### src/rtl/sdpram_read_streamer.sv
// sdpram_read_streamer: reads len consecutive words from a simple dual-port
// RAM (port B, 1-cycle registered read) and presents them as a valid/ready
// stream with a last-beat marker. A 2-entry output FIFO (head + skid) absorbs
// read latency and backpressure. Read issue is credit-limited so the FIFO
// never overflows.
module sdpram_read_streamer #(
  parameter int unsigned ADDR_W = 10,
  parameter int unsigned DATA_W = 16,
  parameter int unsigned DEPTH  = 1024
) (
  input  logic              clk,
  input  logic              rst_n,
  input  logic              start,
  input  logic [ADDR_W-1:0] base_addr,
  input  logic [ADDR_W:0]   len,
  output logic              busy,
  output logic              done,
  output logic              enb,
  output logic [ADDR_W-1:0] addrb,
  input  logic [DATA_W-1:0] doutb,
  output logic              m_valid,
  input  logic              m_ready,
  output logic [DATA_W-1:0] m_data,
  output logic              m_last
);

  localparam int unsigned CNT_W = ADDR_W + 1;

  typedef enum logic [1:0] {IDLE, FETCH, DRAIN} state_e;

  state_e            state_q, state_d;
  logic [ADDR_W-1:0] addr_q, addr_d;
  logic [CNT_W-1:0]  len_q, len_d;
  logic [CNT_W-1:0]  iss_q, iss_d;
  logic              inflight_q, inflight_d;
  logic              inflight_last_q, inflight_last_d;
  logic              head_valid_q, head_valid_d;
  logic              head_last_q, head_last_d;
  logic [DATA_W-1:0] head_data_q, head_data_d;
  logic              skid_valid_q, skid_valid_d;
  logic              skid_last_q, skid_last_d;
  logic [DATA_W-1:0] skid_data_q, skid_data_d;
  logic              busy_q, busy_d;
  logic              done_q, done_d;

  logic              pop;
  logic              push;
  logic              issue_last;
  logic [2:0]        used;

  assign pop        = head_valid_q & m_ready;
  assign push       = inflight_q;
  assign issue_last = (iss_q == (len_q - CNT_W'(1)));
  // Slots committed: buffered words plus the read whose data arrives this cycle.
  assign used       = 3'(head_valid_q) + 3'(skid_valid_q) + 3'(inflight_q);

  // Next-state, read issue, and output FIFO update.
  always_comb begin
    state_d         = state_q;
    addr_d          = addr_q;
    len_d           = len_q;
    iss_d           = iss_q;
    inflight_d      = 1'b0;
    inflight_last_d = 1'b0;
    head_valid_d    = head_valid_q;
    head_last_d     = head_last_q;
    head_data_d     = head_data_q;
    skid_valid_d    = skid_valid_q;
    skid_last_d     = skid_last_q;
    skid_data_d     = skid_data_q;
    done_d          = 1'b0;
    enb             = 1'b0;

    unique case (state_q)
      IDLE: begin
        if (start) begin
          if (len == '0) begin
            done_d = 1'b1;
          end else begin
            state_d = FETCH;
            addr_d  = base_addr;
            len_d   = len;
            iss_d   = '0;
          end
        end
      end
      FETCH: begin
        // A slot freed by this cycle's pop can be reused immediately,
        // which is what sustains one beat per cycle.
        if (used < (3'd2 + 3'(pop))) begin
          enb             = 1'b1;
          inflight_d      = 1'b1;
          inflight_last_d = issue_last;
          iss_d           = iss_q + CNT_W'(1);
          addr_d          = (addr_q == ADDR_W'(DEPTH - 1)) ? '0 : addr_q + ADDR_W'(1);
          if (issue_last) state_d = DRAIN;
        end
      end
      DRAIN: begin
        if (pop && head_last_q) begin
          state_d = IDLE;
          done_d  = 1'b1;
        end
      end
      default: state_d = IDLE;
    endcase

    if (pop || !head_valid_q) begin
      if (skid_valid_q) begin
        head_valid_d = 1'b1;
        head_data_d  = skid_data_q;
        head_last_d  = skid_last_q;
        skid_valid_d = push;
        skid_data_d  = doutb;
        skid_last_d  = push & inflight_last_q;
      end else begin
        head_valid_d = push;
        head_last_d  = push & inflight_last_q;
        if (push) head_data_d = doutb;
      end
    end else if (push) begin
      skid_valid_d = 1'b1;
      skid_data_d  = doutb;
      skid_last_d  = inflight_last_q;
    end

    busy_d = (state_d != IDLE);
  end

  // State and datapath registers.
  always_ff @(posedge clk or negedge rst_n) begin
    if (!rst_n) begin
      state_q         <= IDLE;
      addr_q          <= '0;
      len_q           <= '0;
      iss_q           <= '0;
      inflight_q      <= 1'b0;
      inflight_last_q <= 1'b0;
      head_valid_q    <= 1'b0;
      head_last_q     <= 1'b0;
      head_data_q     <= '0;
      skid_valid_q    <= 1'b0;
      skid_last_q     <= 1'b0;
      skid_data_q     <= '0;
      busy_q          <= 1'b0;
      done_q          <= 1'b0;
    end else begin
      state_q         <= state_d;
      addr_q          <= addr_d;
      len_q           <= len_d;
      iss_q           <= iss_d;
      inflight_q      <= inflight_d;
      inflight_last_q <= inflight_last_d;
      head_valid_q    <= head_valid_d;
      head_last_q     <= head_last_d;
      head_data_q     <= head_data_d;
      skid_valid_q    <= skid_valid_d;
      skid_last_q     <= skid_last_d;
      skid_data_q     <= skid_data_d;
      busy_q          <= busy_d;
      done_q          <= done_d;
    end
  end

  // A word arriving with both entries full and nothing leaving would be lost.
  assert property (@(posedge clk) disable iff (!rst_n)
    !(push && head_valid_q && skid_valid_q && !pop));

  assign busy    = busy_q;
  assign done    = done_q;
  assign addrb   = addr_q;
  assign m_valid = head_valid_q;
  assign m_data  = head_data_q;
  assign m_last  = head_last_q;

endmodule

### config.mk
export PLATFORM = sky130hd
export DESIGN_NAME = sdpram_read_streamer
export DESIGN_NICKNAME = d
export VERILOG_FILES = /design/src/rtl/sdpram_read_streamer.sv
export SDC_FILE = /design/constraint.sdc
export NUM_CORES = 1
export LEC_CHECK = 0
export ABC_CLOCK_PERIOD_IN_PS = 7000
export CORE_ASPECT_RATIO = 0.8
export CORE_MARGIN = 2
export CORE_UTILIZATION = 58
export CTS_BUF_LIST = sky130_fd_sc_hd__clkbuf_8
export CTS_CLUSTER_DIAMETER = 50
export CTS_CLUSTER_SIZE = 28
export DETAILED_ROUTE_END_ITERATION = 16
export PLACE_DENSITY = 0.88
export SYNTH_ARGS = -nofsm -noshare
export SYNTH_HDL_FRONTEND = slang
export SYNTH_SLANG_ARGS = --single-unit
### constraint.sdc
create_clock -name clk -period 7 [get_ports clk]
set_clock_uncertainty 0.1 [all_clocks]
set_input_delay 1.05 -clock clk [delete_from_list [all_inputs] [get_ports clk]]
set_output_delay 1.05 -clock clk [all_outputs]
set_load 0.02 [all_outputs]
==> flow_summary.ini <==
[power]
clkPwrFrac = 0.191
leakagePower_uw = 0.00202
finalPower_uw = 2260
vdd_drop_max_uv = 221
power.share.switching = 0.388
power_density_nw_per_um2 = 474
seqPwrFrac = 0.361
p_int_uw = 1380
p_comb_frac = 0.448
p_switching_uw = 876

[global_route]
first_global_vias = 2805
grt_max_degree = 75
grt_overflow = 0
grt_pass1_wl_mm = 13.3
track_usage = 0.234
antenna_found_initial = 0

[placed_design]
pre_cts_ws_ps = 3010
hpwl_mm = 5.52
placed_cell_area_um2 = 4500
port-buffer-count = 71
place_congestion = 0.838

[logic_synthesis]
yosysUniqueCellTypes = 63
syn_avg_cell_area_um2 = 11.0
synth_top_area_share = 0.494
synth_edf_count = 0
synthTopCellsByArea = dfrtp_1 49%, mux2_2 7.2%, mux2i_1 4.5%
ys_seq_area_frac = 0.494
yosys_register_bits = 74
synthCells = 340
syn_nets = 385
yosys.area.top_type = dfrtp_1
async_flop_share = 1.00
syn_area_um2 = 3750
synth-main-ff-cell = dfrtp_1
ys.warnings.count = 0

[timing]
setup_viol = 0
finalHoldViolations = 0
slew_viol_final = 0
layout_min_cycle_time_ps = 4340
max_freq_mhz = 230
setup_slack_ps = 2660
fin_setup_tns_ps = 0
fin_crit_sh = 0.620
rsz0062_at_grt = no
slew_headroom = 0.383
worst_slew_pin_slew_ps = 925

[route]
wl_per_cell_um = 15.7
final_antenna_net_count = 0
first_pass_iters = 5
wl_mm = 7.84
drc_errors = 0
vias_per_cell = 5.78
vias = 2879
drtIter0Drc = 202

[clock_tree]
root_buffer = clkbuf_8
cts_buffers = 9
cts_hold_buf = 0
cts_max_level = 3
cts_resized = 0
cts.clk_slew.worst_paths_ps = 80
cts_tree = built
post_cts_buffers = 0
clock_path_buffers = 2
clock_latency_ps = 350
cts_sinks = 74

[cells_and_area]
nets = 454
insertedDiodeCount = 0
drive_gt1_frac = 0.143
finalInstanceArea_um2 = 4770
fillers = 423
fin_util = 0.755
syn2layout_area_growth_pct = 27.1

[worst_setup_path]
worstPathRequired_ps = 5850
end_kind = primary output
critPathMaxStageDelay_ps = 950
crit_fanout = 18
crit_chain = inv_1 -> fa_1 -> a31oi_2 -> nor2_8 -> clkdlybuf4s50_1
critPathLaunchType = flop
cpMaxStageDelayCell = dfrtp_1
critPathArrivalTime_ps = 3190
crit_type = flop to primary output

[outcome]
status = finished, final reports clean

[floorplan]
std_cell_rows = 26
die_area_um2 = 7130
placeableCoreArea_um2 = 6310
fp.dieW_um = 93.9
die_h_um = 75.9
ios = 72
initial_core_util = 0.594

[worst_hold_path]
hp-class = flop to flop

[job]
drv_cap = 0
## metrics by stage
step / std cells / hold WS [ps]
floorplan: 340 / 366
global placement: 482 / 380
detailed placement: 482 / 396
CTS: 498 / 414
global route: 498 / 432
finish: 498 / 409
## power by group through the flow
stage | registers (uW) | clock network (uW) | logic, uW
floorplan | 842 | 0 | 644
global placement | 806 | 0 | 978
detailed placement | 819 | 0 | 1010
CTS | 812 | 438 | 1020
global route | 844 | 458 | 1110
finish | 815 | 431 | 1010
## layout make-up
cell class | count | area (um^2) | share of cell area
sequential | 74 | 1850 | 0.388
clock buffer | 9 | 124 | 0.0260
timing repair buffer | 73 | 723 | 0.152
multi-input combinational | 243 | 1790 | 0.376
inverter | 8 | 30.0 | 0.00630
tap | 84 | 105 | 0.0220
clock inverter | 7 | 141 | 0.0297
## cell families after synthesis
family,count (synthesis),share of synthesized area
multiplexers,41,0.117
adder cells (fa/ha/maj),4,0.0153
flip-flops,74,0.494
AO/OA/AOI/OAI,61,0.110
XOR/XNOR,23,0.0557
buffers and inverters,23,0.0310
AND/OR/NAND/NOR,114,0.176
## Yosys cell counts, types with 4 or more instances
library cell	instances
mux2i_1	17
inv_1	8
xnor2_1	10
nand2_1	20
o21ai_0	12
dfrtp_1	74
buf_2	6
mux2_2	24
nand4_1	10
and3_1	8
a21oi_1	24
nand3_1	7
xor2_1	12
clkbuf_1	4
nor2_1	31
## layer usage
metal	GRT usage	part of all wire	vias to the layer above	routed length, um
met3	0.0656	0.055	9	432
met1	0.320	0.44	1415	3440
met5	0	0	-	0
li1	-	-	1362	-
met4	0.0638	0.011	0	85
met2	0.370	0.50	93	3890
## worst max-delay path: cells and delay by family (launching register included)
family / cells / cell delay (ps)
simple gates: 1 / 210
fa+ha+maj: 1 / 570
buf+inv: 2 / 920
compound gates: 1 / 190
flops: 1 / 950
## worst paths after layout
path                                 start               to  slack (ps)  cells past startpoint
max                           skid_valid_q              enb        2660                      5
min                        skid_data_q[12]  skid_data_q[12]         410                      1
max reg2reg                   skid_valid_q         addrb[3]        3720                      7
min reg2reg                skid_data_q[12]  skid_data_q[12]         410                      1
max in group asynchronous            rst_n       m_data[11]        5470                      1
min in group asynchronous            rst_n         len_q[1]         730                      1
## state kept, by name, indices dropped and copies added (netlist names)
| signal | flops |
|---|---|
| addrb | 10 |
| busy | 1 |
| done | 1 |
| inflight_last_q | 1 |
| inflight_q | 1 |
| iss_q | 11 |
| len_q | 11 |
| m_data | 16 |
| m_last | 1 |
| m_valid | 1 |
| skid_data_q | 16 |
| skid_last_q | 1 |
| skid_valid_q | 1 |
| state_q | 2 |
## layout by cell type (no fill, tap or decap), types with 3 or more instances in the layout
cell type | netlist | layout
dfrtp_1 | 74 | 74
clkdlybuf4s50_1 | 0 | 70
nor2_1 | 31 | 31
a21oi_1 | 24 | 24
mux2_2 | 24 | 24
nand2_1 | 20 | 20
mux2i_1 | 17 | 17
xor2_1 | 12 | 12
o21ai_0 | 12 | 12
nand4_1 | 10 | 10
xnor2_1 | 10 | 10
inv_1 | 8 | 9
clkbuf_8 | 0 | 9
and3_1 | 8 | 8
nand3_1 | 7 | 7
bufinv_16 | 0 | 4
nand3b_1 | 3 | 3
nand2b_1 | 3 | 3
nor3b_1 | 3 | 3
nor2b_1 | 3 | 3
a31oi_1 | 3 | 3
nor4_1 | 3 | 3
a221o_1 | 3 | 3
ha_1 | 3 | 3
buf_4 | 2 | 3
(Power assumes the default switching activity.)
